==> config.mk <==
export PLATFORM = sky130hd
export DESIGN_NAME = file_ram
export DESIGN_NICKNAME = d
export VERILOG_FILES = /design/src/rtl/file_ram.sv
export SDC_FILE = /design/constraint.sdc
export NUM_CORES = 2
export LEC_CHECK = 0
export BUFFER_PORTS_ARGS = -buffer_cell sky130_fd_sc_hd__buf_4
export CAP_MARGIN = 20
export CORE_MARGIN = 3
export CORE_UTILIZATION = 37
export DETAILED_ROUTE_END_ITERATION = 8
export PLACE_DENSITY = 0.49
export SLEW_MARGIN = 10
export SYNTH_ARGS = -nofsm -noshare
export SYNTH_HDL_FRONTEND = slang
export SYNTH_SLANG_ARGS = --single-unit
==> constraint.sdc <==
create_clock -name clk -period 4.25 [get_ports clk]
set_input_delay 0.425 -clock clk [delete_from_list [all_inputs] [get_ports clk]]
set_output_delay 0.425 -clock clk [all_outputs]
set_load 0.005 [all_outputs]
==> src/rtl/file_ram.sv <==
// PIC16-style file register: general-purpose bytes plus STATUS/FSR, with INDF indirection.
// Combinational read of mem[ea]; write-back and flag updates land on clk when wr_phase is high.
module file_ram #(
  parameter int               ADDR_W     = 7,
  parameter int               WIDTH      = 8,
  parameter logic [WIDTH-1:0] STATUS_RST = 8'h18
) (
  input  logic              clk,
  input  logic              reset,
  input  logic              wr_phase,
  input  logic [ADDR_W-1:0] address,
  input  logic              d,
  input  logic              writeEn,
  input  logic [WIDTH-1:0]  ans,
  input  logic [2:0]        flag_we,
  input  logic              z_in,
  input  logic              dc_in,
  input  logic              c_in,
  output logic [WIDTH-1:0]  f,
  output logic [WIDTH-1:0]  status,
  output logic              carry,
  output logic [WIDTH-1:0]  fsr
);

  localparam int                DEPTH    = 2 ** ADDR_W;
  localparam logic [ADDR_W-1:0] A_INDF   = '0;
  localparam logic [ADDR_W-1:0] A_STATUS = ADDR_W'(3);
  localparam logic [ADDR_W-1:0] A_FSR    = ADDR_W'(4);
  localparam logic [ADDR_W-1:0] A_UNIMP  = ADDR_W'(7);

  logic [WIDTH-1:0]  mem_q [DEPTH];
  logic [WIDTH-1:0]  status_q, status_d;
  logic [WIDTH-1:0]  fsr_q, fsr_d;
  logic [ADDR_W-1:0] ea;
  logic              file_we;
  logic              mem_we;
  logic [2:0]        flag_in;

  // Single level of indirection; FSR upper bits fall off so ea wraps.
  assign ea      = (address == A_INDF) ? fsr_q[ADDR_W-1:0] : address;
  assign file_we = wr_phase & writeEn & d;
  assign mem_we  = file_we && (ea != A_INDF) && (ea != A_STATUS)
                           && (ea != A_FSR)  && (ea != A_UNIMP);
  assign flag_in = {z_in, dc_in, c_in};

  always_comb begin
    f = '0;
    case (ea)
      A_INDF, A_UNIMP: f = '0;
      A_STATUS:        f = status_q;
      A_FSR:           f = fsr_q;
      default:         f = mem_q[ea];
    endcase
  end

  always_comb begin
    status_d = status_q;
    fsr_d    = fsr_q;
    if (file_we && (ea == A_STATUS)) begin
      status_d      = ans;
      // TO/PD are only ever changed by reset.
      status_d[4:3] = status_q[4:3];
    end
    if (file_we && (ea == A_FSR)) begin
      fsr_d = ans;
    end
    if (wr_phase) begin
      for (int i = 0; i < 3; i++) begin
        if (flag_we[i]) status_d[i] = flag_in[i];
      end
    end
  end

  always_ff @(posedge clk or negedge reset) begin
    if (!reset) begin
      status_q <= STATUS_RST;
      fsr_q    <= '0;
    end else begin
      status_q <= status_d;
      fsr_q    <= fsr_d;
    end
  end

  generate
    for (genvar gi = 0; gi < DEPTH; gi++) begin : g_word
      always_ff @(posedge clk or negedge reset) begin
        if (!reset) begin
          mem_q[gi] <= '0;
        end else if (mem_we && (ea == ADDR_W'(gi))) begin
          mem_q[gi] <= ans;
        end
      end
    end
  endgenerate

  assign status = status_q;
  assign carry  = status_q[0];
  assign fsr    = fsr_q;

endmodule

==> metrics.cfg <==
[status]
status = finished with violations
violations = negative setup slack

[logic_synthesis]
syn_inst = 3827
synth-main-ff-cell = dfrtp_1
synthesis.area_um2 = 48300
synth_largest_type_area_fraction = 0.537
synth-async-reset-ratio = 1.00
synth_area_leaders = dfrtp_1, mux2_2, mux2i_1
yosysWarnings = 0
syn_avg_cell_area_um2 = 12.6
synth_edf_count = 0
synth_seq_cells = 1038
synth_top_area_cell = dfrtp_1
seq_area_frac_synth = 0.537
synth_cell_types = 75

[worst_setup_path]
r2r_start = fsr[4]
ff2ff_path_depth = 6
path_buf_inv = 6
required_ns = 3.83
cp-startpoint = fsr[1]
path_depth = 14
slowest_stage = o32ai_4
cp_max_fo = 7
worstPathArrival_ns = 4.08
path_class = reg2out
crit_path_start_kind = flop
worstSetupEndpointType = output pin
crit_family = buffers and inverters
crit_path_max_incr_delay_ns = 0.46
path_cells = or3b_4, o21ai_4, buf_12, buf_6, buf_12, buf_12, mux2i_4, a221oi_2, nor4_2, buf_4, o22ai_4, o32ai_4, a31oi_4, buf_6
critPathMostFrequentCell = buf_12

[flow_run]
maxCapViolCount = 0

[clock_network]
clock_latency_ns = 0.73
clk_path_buf_depth = 3
cts-root-buf = clkbuf_16
cts_tree = done
cts-htree-levels = 3
clk_pin_slew_worst_paths_ns = 0.06
clock_sinks = 1038
numCtsBuffers = 117

[final_layout]
final_util = 0.461
drive_gt1_frac = 0.435
seq_area_um2 = 26000
fill_cells = 11778
areaGrowthSynthToFinish_pct = 22.6
multi_input_area_um2 = 22300
layout.nets = 4146

[sta]
tightestPinTransition_ns = 1.15
finalCritPeriodShare = 1.06
fin_skew_ns = 0.0497
layout_min_cycle_time_ns = 4.51
setup_viol = 8
timing.final.ws_setup_ns = -0.256
slew_headroom = 0.232
hold_viol = 0
rsz0062_at_grt = yes
timing.fmax_ghz = 0.222
slew_viol_final = 0
holdWs_ns = 0.0823

[floorplanning]
die_h_um = 367
initial_core_util = 0.376
core_area_um2 = 129000
dieArea_um2 = 135000
num_rows = 131
die_x_um = 367
boundaryPins = 51

[routing]
vias = 33259
drc = 0
avgRoutedWirePerCell_um = 27.4
drt_iter0_markers = 2423
first_pass_iters = 5
via_per_inst = 5.60
detail-route-antenna-nets = 0
wirelength_um = 163000

[power]
vdd_drop_max_uv = 313
leakage_nw = 28.4
power_density_nw_per_um2 = 377
power_mw = 22.3

[worst_hold_path]
hold_start = ans[6]
min_path_type = in2reg
worstHoldPathCells = 2

[place]
place.gp.congestion = 0.850
portBuffers = 48
dp_slack_ns = -0.705
dp_hpwl_um = 106000

[global_route]
first_global_vias = 34410
grt_pass1_wl_um = 242000
overflow = 0
antenna_found_initial = 6
grt_usage = 0.240
grt_start_max_net_pins = 102

==> flip-flops by register name (all words and copies together), names as in the netlist <==
| signal | count |
|---|---|
| mem_q | 1024 |
| fsr | 8 |
| status | 6 |
==> cell usage in the layout, fill, tap and decap left out, drive strengths merged, types with 8 or more instances in the layout <==
master       instances
dfrtp             1038
mux2              1003
buf                478
nand2              398
mux2i              244
a21oi              234
clkbuf             182
a221oi             130
nor2               114
o22ai               60
nand3               56
nor4                30
o21ai               25
a31oi               24
clkinv              22
nor3                17
a22oi               14
mux4                12
dlygate4sd3         10
and3                 8
nand4                8
bufbuf               8
a22o                 8
o41ai                8
==> kinds of logic (layout without fill, tap and decap cells) <==
family | count (synthesis) | after routing | share of synthesized area
AO/OA/AOI/OAI | 555 | 555 | 0.0763
XOR/XNOR | 1 | 1 | 0.000181
buffers and inverters | 327 | 711 | 0.0271
flip-flops | 1038 | 1038 | 0.537
multiplexers | 1259 | 1259 | 0.290
other | 1 | 3 | 0.0000776
AND/OR/NAND/NOR | 646 | 646 | 0.0693
==> cells in the mapped netlist (all sizes together) (2+ instances only) <==
library cell,n
a2111oi,3
a211oi,5
a21oi,234
a221o,5
a221oi,130
a22o,8
a22oi,14
a311oi,7
a31oi,24
a32oi,5
a41o,3
a41oi,2
and2,3
and3,8
buf,76
clkbuf,248
dfrtp,1038
inv,3
mux2,1003
mux2i,244
mux4,12
nand2,398
nand3,56
nand4,8
nor2,114
nor3,17
nor4,30
o2111ai,2
o211a,2
o21ai,25
o221ai,3
o22ai,60
o31a,2
o41ai,8
or4,3
==> where the power goes <==
| group | internal, mW | leakage (nW) | total (mW) | switching (mW) |
|---|---|---|---|---|
| combinational | 0.793 | 12.2 | 2.07 | 1.27 |
| clock | 5.78 | 1.86 | 9.99 | 4.21 |
| sequential | 10.1 | 14.4 | 10.3 | 0.139 |
| total | 16.7 | 28.4 | 22.3 | 5.62 |
==> per-layer routing <==
metal | vias up | track usage | wire length [um]
met3 | 257 | 0.0423 | 8620
met5 | - | 0 | 13
li1 | 14589 | - | -
met4 | 2 | 0.0735 | 5220
met1 | 17613 | 0.346 | 76000
met2 | 798 | 0.366 | 72700
==> final timing paths <==
path                               end  slack (ns)
max reg2reg                 mem_q[660]        0.61
min                         mem_q[318]        0.08
min in group asynchronous   mem_q[181]        0.40
max                               f[2]       -0.26
min reg2reg                mem_q[1018]        0.37
max in group asynchronous       fsr[3]        2.71
==> layout make-up <==
cell class	count	area share
Timing Repair Buffer	497	0.0850
Clock inverter	30	0.00505
Clock buffer	181	0.0587
Antenna cell	1	0.0000422
Inverter	3	0.000190
Tap cell	1729	0.0365
Sequential cell	1038	0.438
Multi-Input combinational cell	2463	0.376
==> stage by stage <==
stage               instances  setup TNS (ns)  area, um^2
floorplan                3828               0       48300
global placement         5660           -3.37       53200
detailed placement       5660           -3.29       53200
CTS                      5924           -1.71       58800
global route             5941           -2.11       59300
finish                   5942           -1.45       59300
==> repair_timing <==
item	4_1_cts	5_1_grt
cloned	8	1
gates resized for setup	194	55
hold endpoints to repair	65	0
pin swaps	41	30
hold buffers	10	0
setup buffers	37	18
endpoints found under the setup margin	8	8
(Power assumes the default switching activity.)
